[src/rtl/branch_redirect_unit.sv]
// -----------------------------------------------------------------------------
// branch_redirect_unit
//
// Purpose:
//   Produces the IF-stage next-PC prediction from a direct-mapped branch target
//   buffer (BTB) and the MSB of the 2-bit branch history counter.
//   Each prediction is carried down the IF -> ID -> EX pipeline. In EX it is
//   compared with the resolved branch. On a mismatch the unit raises flush and
//   supplies the corrected fetch PC. It also keeps saturating counters of
//   resolved branches and mispredicts.
//
// Ports:
//   clk            system clock, all state on the rising edge
//   rst            synchronous reset, active-low
//   stall          pipeline stall: holds tracking slots, suppresses EX updates
//   IF_pc          PC being fetched
//   history_taken  MSB of the 2-bit branch history counter
//   pred_taken     IF prediction: branch taken
//   pred_pc        IF predicted next PC
//   EX_op          opcode in EX (`B_type = conditional branch)
//   EX_pc          PC of the instruction in EX
//   EX_target      computed branch target in EX
//   actual_taken   resolved branch outcome
//   flush          mispredict: squash IF/ID and redirect fetch
//   redirect_pc    corrected fetch PC, zero when flush=0
//   branch_cnt     resolved conditional branch count, saturating
//   mispred_cnt    mispredict count, saturating
// -----------------------------------------------------------------------------
`ifndef B_type
`define B_type 7'b1100011
`endif

module branch_redirect_unit #(
    parameter int BTB_ENTRIES = 16,
    parameter int IDX_W       = $clog2(BTB_ENTRIES)
) (
    input  logic        clk,
    input  logic        rst,
    input  logic        stall,
    input  logic [31:0] IF_pc,
    input  logic        history_taken,
    output logic        pred_taken,
    output logic [31:0] pred_pc,
    input  logic [6:0]  EX_op,
    input  logic [31:0] EX_pc,
    input  logic [31:0] EX_target,
    input  logic        actual_taken,
    output logic        flush,
    output logic [31:0] redirect_pc,
    output logic [31:0] branch_cnt,
    output logic [31:0] mispred_cnt
);

    localparam int TAG_W = 32 - IDX_W - 2;

    // BTB storage. Only the valid bits need a reset; tag and target are
    // meaningless while the entry is invalid.
    logic [BTB_ENTRIES-1:0] valid_q;
    logic [TAG_W-1:0]       tag_q    [BTB_ENTRIES];
    logic [31:0]            target_q [BTB_ENTRIES];

    // Tracking slots
    logic        id_v_q,      id_v_d;
    logic        id_taken_q,  id_taken_d;
    logic [31:0] id_target_q, id_target_d;
    logic        ex_v_q,      ex_v_d;
    logic        ex_taken_q,  ex_taken_d;
    logic [31:0] ex_target_q, ex_target_d;

    logic [31:0] branch_cnt_q,  branch_cnt_d;
    logic [31:0] mispred_cnt_q, mispred_cnt_d;

    // IF lookup
    logic [IDX_W-1:0] if_idx;
    logic [TAG_W-1:0] if_tag;
    logic             if_hit;
    logic [31:0]      if_btb_target;

    // EX resolution
    logic [IDX_W-1:0] ex_idx;
    logic [TAG_W-1:0] ex_tag;
    logic             ex_resolve;
    logic             ex_predicted;
    logic             ex_mispredict;
    logic             btb_we;

    // Per-entry write enables for the BTB.
    logic [BTB_ENTRIES-1:0] entry_we;

    assign if_idx = IF_pc[IDX_W+1:2];
    assign if_tag = IF_pc[31:IDX_W+2];
    assign ex_idx = EX_pc[IDX_W+1:2];
    assign ex_tag = EX_pc[31:IDX_W+2];

    // The lookup reads the registered array directly, so a write resolving
    // in EX during the same cycle is only visible from the next cycle on
    // (read-before-write).
    assign if_btb_target = target_q[if_idx];
    assign if_hit        = valid_q[if_idx] && (tag_q[if_idx] == if_tag);
    assign pred_taken    = if_hit && history_taken;
    assign pred_pc       = pred_taken ? if_btb_target : IF_pc + 32'd4;

    assign ex_resolve    = (EX_op == `B_type) && !stall;
    assign ex_predicted  = ex_v_q && ex_taken_q;
    assign ex_mispredict = (actual_taken != ex_predicted) ||
                           (actual_taken && ex_predicted && (ex_target_q != EX_target));
    assign flush         = ex_resolve && ex_mispredict;
    assign btb_we        = ex_resolve && actual_taken;

    always_comb begin
        redirect_pc = 32'd0;
        if (flush) begin
            redirect_pc = actual_taken ? EX_target : EX_pc + 32'd4;
        end
    end

    generate
        for (genvar gi = 0; gi < BTB_ENTRIES; gi++) begin : g_entry_we
            assign entry_we[gi] = btb_we && (ex_idx == IDX_W'(gi));
        end
    endgenerate

    // Tracking slot next-state: a flush squashes everything in flight,
    // including the instruction being fetched this cycle.
    always_comb begin
        id_v_d      = id_v_q;
        id_taken_d  = id_taken_q;
        id_target_d = id_target_q;
        ex_v_d      = ex_v_q;
        ex_taken_d  = ex_taken_q;
        ex_target_d = ex_target_q;
        if (flush) begin
            id_v_d = 1'b0;
            ex_v_d = 1'b0;
        end else if (!stall) begin
            id_v_d      = 1'b1;
            id_taken_d  = pred_taken;
            id_target_d = if_btb_target;
            ex_v_d      = id_v_q;
            ex_taken_d  = id_taken_q;
            ex_target_d = id_target_q;
        end
    end

    always_comb begin
        branch_cnt_d  = branch_cnt_q;
        mispred_cnt_d = mispred_cnt_q;
        if (ex_resolve && (branch_cnt_q != 32'hFFFF_FFFF)) begin
            branch_cnt_d = branch_cnt_q + 32'd1;
        end
        if (flush && (mispred_cnt_q != 32'hFFFF_FFFF)) begin
            mispred_cnt_d = mispred_cnt_q + 32'd1;
        end
    end

    always_ff @(posedge clk) begin
        if (!rst) begin
            id_v_q        <= 1'b0;
            id_taken_q    <= 1'b0;
            id_target_q   <= 32'd0;
            ex_v_q        <= 1'b0;
            ex_taken_q    <= 1'b0;
            ex_target_q   <= 32'd0;
            branch_cnt_q  <= 32'd0;
            mispred_cnt_q <= 32'd0;
        end else begin
            id_v_q        <= id_v_d;
            id_taken_q    <= id_taken_d;
            id_target_q   <= id_target_d;
            ex_v_q        <= ex_v_d;
            ex_taken_q    <= ex_taken_d;
            ex_target_q   <= ex_target_d;
            branch_cnt_q  <= branch_cnt_d;
            mispred_cnt_q <= mispred_cnt_d;
        end
    end

    always_ff @(posedge clk) begin
        if (!rst) begin
            valid_q <= '0;
        end else begin
            valid_q <= valid_q | entry_we;
        end
    end

    // Tag/target array: no reset, written only for taken branches.
    always_ff @(posedge clk) begin
        if (rst && btb_we) begin
            tag_q[ex_idx]    <= ex_tag;
            target_q[ex_idx] <= EX_target;
        end
    end

    assign branch_cnt  = branch_cnt_q;
    assign mispred_cnt = mispred_cnt_q;

endmodule

[config.mk]
export PLATFORM = sky130hd
export DESIGN_NAME = branch_redirect_unit
export DESIGN_NICKNAME = d
export VERILOG_FILES = /design/src/rtl/branch_redirect_unit.sv
export SDC_FILE = /design/constraint.sdc
export NUM_CORES = 1
export LEC_CHECK = 0
export ABC_AREA = 0
export BUFFER_PORTS_ARGS = -buffer_cell sky130_fd_sc_hd__buf_2
export CAP_MARGIN = 20
export CORE_MARGIN = 4
export CORE_UTILIZATION = 50
export CTS_CLUSTER_DIAMETER = 30
export DETAILED_ROUTE_END_ITERATION = 8
export PLACE_DENSITY = 0.7
export SKIP_LAST_GASP = 1
export SLEW_MARGIN = 10
export SYNTH_ARGS = -nofsm -noshare
export SYNTH_HDL_FRONTEND = slang
export SYNTH_SLANG_ARGS = --single-unit
[constraint.sdc]
create_clock -name clk -period 15.2 [get_ports clk]
set_clock_uncertainty 0.05 [all_clocks]
set_input_delay 1.52 -clock clk [delete_from_list [all_inputs] [get_ports clk]]
set_output_delay 1.52 -clock clk [all_outputs]
set_load 0.01 [all_outputs]
==> summary.md, run 1 <==
| Metric | Value |
|---|---|
| Setup TNS | `0 ns` |
| Critical path launch point type | `input pin` |
| Slew headroom | `approximately 22%` |
| Cell Area, Synth | `between 40000 and 50000 sq um` |
| Htree depth | `4` |
| Final hold vios | `0` |
| Register bit total from synthesis | `between 1k and 1.5k` |
| Critical Path AT | `~6.4 ns` |
| Post-synth cell types | `a little over 70` |
| Syn_nets | `2697` |
| Final slew viol count | `0` |
| Die H | `around 310 um` |
| Fin cells | `around 4.2k` |
| Post-synth ARST share | `0%` |
| Core outline area | `roughly 87000 sq um` |
| Overall power | `about 7.6 mW` |
| First-pass GRT wire length | `187 mm` |
| Routed wire length | `129 mm` |
| Rows | `between 100 and 150` |
| Mapped Avg Cell Area | `~17 sq um` |
| # placed instances | `about 3.9k` |
| Top-count cell post-synth | `edfxtp_1` |
| Residual DRC | `0` |
| DPL Wire Length | `around 79 mm` |
| Clock tree root buffer cell | `clkbuf_16` |
| EDFF count, synth | `~930` |
| Actual slew at the worst max-slew pin | `1.17 ns` |
| DR pass1 iterations | `6` |
| Ys flop type | `edfxtp_1` |
| Reg2Reg Depth | `10` |
| Crit path capture type | `primary output` |
| All-Layer GR Usage | `between 20% and 30%` |
| Dominant cell type by area after synthesis | `edfxtp_1` |
| DIE AREA | `between 90000 and 100000 sq um` |
| Kind of critical path | `in -> out` |
| Switching share of total power | `a little under a quarter` |
| Hold WC Path Type | `reg -> reg` |
| Layout cell share with drive strength beyond 1 | `between 30% and 40%` |
| Port Buffers | `about 240` |
| Combinational Power Share | `between 4 and 5%` |
| Pwr dens | `between 100 and 150 nW/um^2` |
| Setup violators final | `0` |
| Final net count | `~3.0k` |
| Worst hold slack | `approximately 0.40 ns` |
| Synthesis-to-layout area growth | `19.5%` |
| Dpl ws | `6.74 ns` |
| RR Startpoint | `ex_target_q[25]$_SDFFE_PN0P_` |
| Setup bufs post-CTS | `0` |
| Count of routing violations after the opening detailed-route iteration | `3682` |
| IO Pins | `238` |
| Min cycle time layout | `roughly 8.0 ns` |
| Final WS setup | `approximately 7.2 ns` |
| Leakage | `about 18 nW` |
| RR Endpoint | `ex_target_q[11]$_SDFFE_PN0P_` |
| Hold Path Origin | `valid_q[6]$_SDFF_PN0_` |
| Vias in the first global route | `26.7k` |
| Reg-to-reg slack, setup | `roughly 11 ns` |
| Final Cycle Share | `52.4%` |
| Max Fanout on Critical Path | `66` |
| WHS Endpoint | `valid_q[6]$_SDFF_PN0_` |
| Initial antenna violation count | `17` |
| Gpl congestion | `about 0.96` |
| Largest net degree at the start of global routing | `about 100` |
| TritonCTS sink count | `1076` |
| Routed Antenna Nets | `0` |
| Power Internal | `just under 6 mW` |
| Max-cap viol count | `0` |
| Post-CTS sizing | `0` |
| WL/cell | `approximately 31 um` |
| Power share of the clock group | `roughly 53%` |
| Starting Density | `about half` |
| RSZ-0062 raised after global routing | `no` |
| Fmax | `~0.13 GHz` |
| Total gr overflow | `0` |
| Hold depth | `1` |
| CP Data Required Time | `13.63 ns` |
| Sequential-to-total area share from yosys stat | `between 60% and 70%` |
| Status | `finished clean` |
| CTS Hold Bufs | `0` |
| Sequential power share | `42.5%` |
| Share of Yosys cell area claimed by the top area cell type | `a little over three fifths` |
| CTS tree | `yes` |
| Yosys warnings | `0` |
| CTS buffer count | `177` |
| Clock Latency Late Sink | `between 0.7 and 0.8 ns` |
| P_sw | `1.77 mW` |
| Vias per cell | `around 6.2` |
| Post-synth top cells | `edfxtp_1, mux4_2, nand2_1` |
| Cell count after synthesis | `2581` |
| VDD IR max | `around 0.00010 V` |
| Worst-path clk slew | `0.05 ns` |
| Chip width | `305 um` |
| Vias post-DR | `between 20k and 30k` |
| Max Root-Sink Buffers | `3` |
| Top post-synthesis cells by area | `edfxtp_1, mux4_2, dfxtp_1` |
-- metrics by stage --
step	utilization [%]	cell area [sq um]
3_5_place_dp	53.5	46700
5_1_grt	60.5	52800
4_1_cts	60.5	52800
6_report	60.5	52800
2_1_floorplan	-	44200
3_3_place_gp	53.5	46700
-- layout by cell type (no fill, tap or decap), types with 15 or more instances in the layout --
master | synthesis | layout
nand3_1 | 48 | 48
edfxtp_1 | 928 | 928
and2_1 | 15 | 15
inv_6 | 0 | 25
buf_2 | 25 | 234
xor2_1 | 48 | 48
inv_1 | 24 | 24
clkbuf_16 | 0 | 179
xnor2_1 | 100 | 100
a21o_1 | 18 | 18
nor3_1 | 25 | 21
o21ai_0 | 25 | 24
clkbuf_1 | 75 | 15
o22ai_1 | 17 | 17
clkinvlp_4 | 0 | 15
and3_1 | 15 | 15
nor2_1 | 158 | 146
mux4_2 | 260 | 260
nor4_1 | 17 | 17
a21oi_1 | 116 | 116
clkinv_2 | 0 | 18
clkinv_4 | 0 | 26
mux2i_1 | 56 | 56
mux2_4 | 29 | 29
nand4_1 | 35 | 35
mux2_2 | 15 | 15
nand2_1 | 213 | 213
buf_4 | 8 | 49
dfxtp_1 | 148 | 148
clkinv_1 | 1 | 16
-- critical path, stage by stage --
cell	delay [ns]
buf_4	0.24
buf_4	0.68
buf_4	0.86
mux2_2	0.42
o22ai_1	0.26
or3_1	0.16
nand4_1	0.10
o31ai_1	0.32
or4b_1	0.48
nand4b_4	0.41
buf_12	0.33
mux2_4	0.33
buf_2	0.14
-- cells by family after synthesis --
kind of cell	after synthesis	synth area share, %
simple gates	598	6.42
mux	360	15.9
fa+ha+maj	8	0.226
buf+inv	164	1.76
compound gates	227	3.08
xor+xnor	148	2.93
flops	1076	69.7
-- registers in the layout, indices dropped and copies added, names as in the netlist --
signal	count
id_v_q	1
tag_q	416
mispred_cnt	32
valid_q	16
id_target_q	32
ex_v_q	1
target_q	512
branch_cnt	32
ex_taken_q	1
id_taken_q	1
ex_target_q	32
-- cell type report --
| type | count | area, sq um |
|---|---|---|
| Antenna cell | 6 | 15.0 |
| Tap cell | 1155 | 1450 |
| Clock inverter | 138 | 1520 |
| Inverter | 28 | 109 |
| Timing Repair Buffer | 287 | 1610 |
| Clock buffer | 196 | 4560 |
| Multi-Input combinational cell | 1341 | 12700 |
| Sequential cell | 1076 | 30800 |
| Fill cell | 6266 | 34500 |
-- worst max-delay path by stage --
| stage | depth (start not counted) | slack (ns) | start | end |
|---|---|---|---|---|
| 2_1_floorplan | 6 | 8.31 | stall | tag_q[3][0]$_DFFE_PP_ |
| 3_3_place_gp | 10 | 6.85 | IF_pc[2] | pred_pc[2] |
| 3_5_place_dp | 12 | 6.74 | IF_pc[4] | pred_pc[20] |
| 4_1_cts | 12 | 6.69 | IF_pc[4] | pred_pc[0] |
| 5_1_grt | 13 | 7.07 | IF_pc[4] | pred_pc[20] |
| 6_report | 13 | 7.24 | IF_pc[4] | pred_pc[20] |
-- power groups by stage --
stage	Clock [mW]	Combinational (mW)	Sequential, mW
after detailed placement	0	0.363	3.28
final	4.00	0.367	3.22
after global routing	4.19	0.388	3.22
after floorplan	0	0.205	3.28
after CTS	4.04	0.365	3.22
after global placement	0	0.357	3.28
-- routing by layer --
metal,wire (um),share of wire [%],up-vias,global-route usage [%]
met5,68,0.053,-,0
met4,3480,2.7,12,8.43
met3,14900,12,231,8.11
met2,61500,48,1613,43.6
met1,49400,38,13600,37.7
li1,-,-,10900,-
Power figures use the tool's default switching activity.
==> run 2: changes to the inputs <==
--- a/config.mk
+++ b/config.mk
@@ -12,7 +12,7 @@
 export CORE_UTILIZATION = 50
 export CTS_CLUSTER_DIAMETER = 30
 export DETAILED_ROUTE_END_ITERATION = 8
-export PLACE_DENSITY = 0.7
+export PLACE_DENSITY = 0.73
 export SKIP_LAST_GASP = 1
 export SLEW_MARGIN = 10
 export SYNTH_ARGS = -nofsm -noshare
==> constraint.sdc (replaced) <==
create_clock -name clk -period 6.6 [get_ports clk]
set_clock_uncertainty 0.05 [all_clocks]
set_input_delay 0.66 -clock clk [delete_from_list [all_inputs] [get_ports clk]]
set_output_delay 0.66 -clock clk [all_outputs]
set_load 0.01 [all_outputs]
==> run 2 against run 1 <==
Compared with the run above: first-iteration DRC count grew 5.8%; clock power grew 120%; clock-buffer cell count shrank 16; critical endpoint is now pred_pc[17]; highest routed layer unchanged.
==> summary.md, run 2 (synthesis gave the netlist of run 1 again) <==
| Metric | Value |
|---|---|
| Commonest non-fill, non-tap cell in the layout | `edfxtp_1` |
| Final Cycle Share | `80.4%` |
| Final WS setup | `1.29 ns (-5.95 ns)` |
| Pwr dens | `323 nW/um^2 (+130%)` |
| Slew headroom | `24.3% (+2.1 points)` |
| Initial antenna violation count | `13 (-4)` |
| Leakage | `17.9 nW (-0.58%)` |
| CTS Hold Bufs | `0 (unchanged)` |
| Hold WC Path Type | `in -> reg` |
| Worst-path clk slew | `0.05 ns (about the same)` |
| Post-CTS sizing | `0 (unchanged)` |
| Vias per cell | `6.39 (+2.5%)` |
| Chip width | `305 um (unchanged)` |
| IO Pins | `238 (unchanged)` |
| Port Buffers | `237 (unchanged)` |
| Max-cap viol count | `0 (unchanged)` |
| Kind of critical path | `in -> out` |
| Actual slew at the worst max-slew pin | `1.13 ns (-0.0389 ns)` |
| Switching share of total power | `22.6% (-0.73 points)` |
| Starting Density | `50.7% (unchanged)` |
| Htree depth | `4 (unchanged)` |
| Combinational Power Share | `5.0% (+0.2 points)` |
| Setup bufs post-CTS | `0 (unchanged)` |
| All-Layer GR Usage | `28.2% (+0.57 points)` |
| P_sw | `3.84 mW (+120%)` |
| Sequential power share | `43.6% (+1.1 points)` |
| Crit path capture type | `primary output` |
| First-pass GRT wire length | `191 mm (+1.8%)` |
| Clock Latency Late Sink | `0.75 ns (about the same)` |
| Clock tree root buffer cell | `clkbuf_16` |
| Commonest cells after routing, fill and taps aside | `edfxtp_1, mux4_2, buf_2` |
| Largest net degree at the start of global routing | `73 (-30%)` |
| Synthesis-to-layout area growth | `19.0%` |
| Power share of the clock group | `51.3% (-1.4 points)` |
| Residual DRC | `0 (unchanged)` |
| DR pass1 iterations | `6 (unchanged)` |
| Critical path launch point type | `input pin` |
| Register with the most flip-flops | `target_q` |
| Power Internal | `13.2 mW (+130%)` |
| Total gr overflow | `0 (unchanged)` |
| RSZ-0062 raised after global routing | `no` |
| # placed instances | `3904 (+0.51%)` |
| DPL Wire Length | `80.8 mm (+2.9%)` |
| Min cycle time layout | `between 5 and 6 ns` |
| Status | `finished clean` |
| Rows | `108 (unchanged)` |
| CP Data Required Time | `5.89 ns (-7.74 ns)` |
| DIE AREA | `93300 sq um (unchanged)` |
| Final hold vios | `0 (unchanged)` |
| Max FFs per register | `512 (unchanged)` |
| Top flop regs | `target_q x512, tag_q x416` |
| Vias in the first global route | `27.1k (+1.3%)` |
| Layout cell share with drive strength beyond 1 | `29.9% (-0.19 points)` |
| Routed Antenna Nets | `0 (unchanged)` |
| WL/cell | `31.5 um (+2.8%)` |
| Final slew viol count | `0 (unchanged)` |
| Setup violators final | `0 (unchanged)` |
| Fmax | `roughly 0.19 GHz` |
| CTS buffer count | `161 (-9.0%)` |
| Gpl congestion | `0.969 (+1.5%)` |
| Die H | `305 um (unchanged)` |
| Fin cells | `4208 (-0.45%)` |
| Vias post-DR | `26.9k (+2.0%)` |
| Max Fanout on Critical Path | `72 (+9.1%)` |
| Core outline area | `87300 sq um (unchanged)` |
| Final net count | `3028 (+0.033%)` |
| Routed wire length | `132 mm (+2.4%)` |
| Setup TNS | `0 ns (unchanged)` |
| CTS tree | `yes` |
| TritonCTS sink count | `1076 (unchanged)` |
| Max Root-Sink Buffers | `3 (unchanged)` |
| Critical Path AT | `4.60 ns (-1.79 ns)` |
| Count of routing violations after the opening detailed-route iteration | `3895 (+5.8%)` |
| Dpl ws | `1.20 ns (-5.54 ns)` |
| VDD IR max | `0.000252 V (+140%)` |
-- run 2: final timing paths --
check | endpoint | slack [ns] | depth (start not counted) | startpoint
worst max register to register | ex_target_q[9]$_SDFFE_PN0P_ | 2.63 | 9 | ex_target_q[22]$_SDFFE_PN0P_
worst min-delay path | id_v_q$_SDFFE_PP0N_ | 0.23 | 2 | stall
worst max-delay path | pred_pc[17] | 1.29 | 12 | IF_pc[2]
worst min register to register | valid_q[3]$_SDFF_PN0_ | 0.40 | 1 | valid_q[3]$_SDFF_PN0_
-- run 2: final cells by class --
cell class / instances / area (sq um)
Clock buffer: 180 / 4220
Inverter: 28 / 109
Antenna cell: 4 / 10.0
Multi-Input combinational cell: 1341 / 12700
Clock inverter: 120 / 1380
Timing Repair Buffer: 304 / 1870
Fill cell: 6171 / 34700
Tap cell: 1155 / 1450
Sequential cell: 1076 / 30800
-- run 2: power groups by stage --
stage | sequential, mW | combinational [mW] | clock (mW)
after global placement | 7.55 | 0.825 | 0
after global routing | 7.41 | 0.901 | 9.12
final | 7.42 | 0.858 | 8.72
after floorplan | 7.55 | 0.472 | 0
after CTS | 7.42 | 0.848 | 8.77
after detailed placement | 7.55 | 0.840 | 0
-- run 2: routing by layer --
layer  global-route usage, %  up-vias  part of all wire (%)
li1                        -    10900                     -
met1                    38.7    13800                    38
met2                    43.6     1859                    46
met3                    7.35      330                    11
met4                    11.6       14                   4.3
met5                       0        -                 0.072
-- run 2: metrics by stage --
step	total power [mW]	hold WS, ns	utilization, %	area, sq um
finish	17.0	0.226	60.3	52600
global route	17.4	0.206	60.3	52600
CTS	17.0	0.194	60.3	52600
detailed placement	8.39	0.386	53.8	47000
global placement	8.38	0.377	53.7	46900
floorplan	8.02	0.371	-	44200
-- run 2: critical path, stage by stage --
cell and delay, ns:
buf_8 0.56, buf_4 0.46, mux4_2 0.56, xnor2_1 0.14, o41ai_1 0.29, nand2_1 0.13, o31ai_1 0.13, or4b_1 0.48
nand4b_4 0.31, buf_12 0.30, mux2_4 0.34, buf_2 0.14
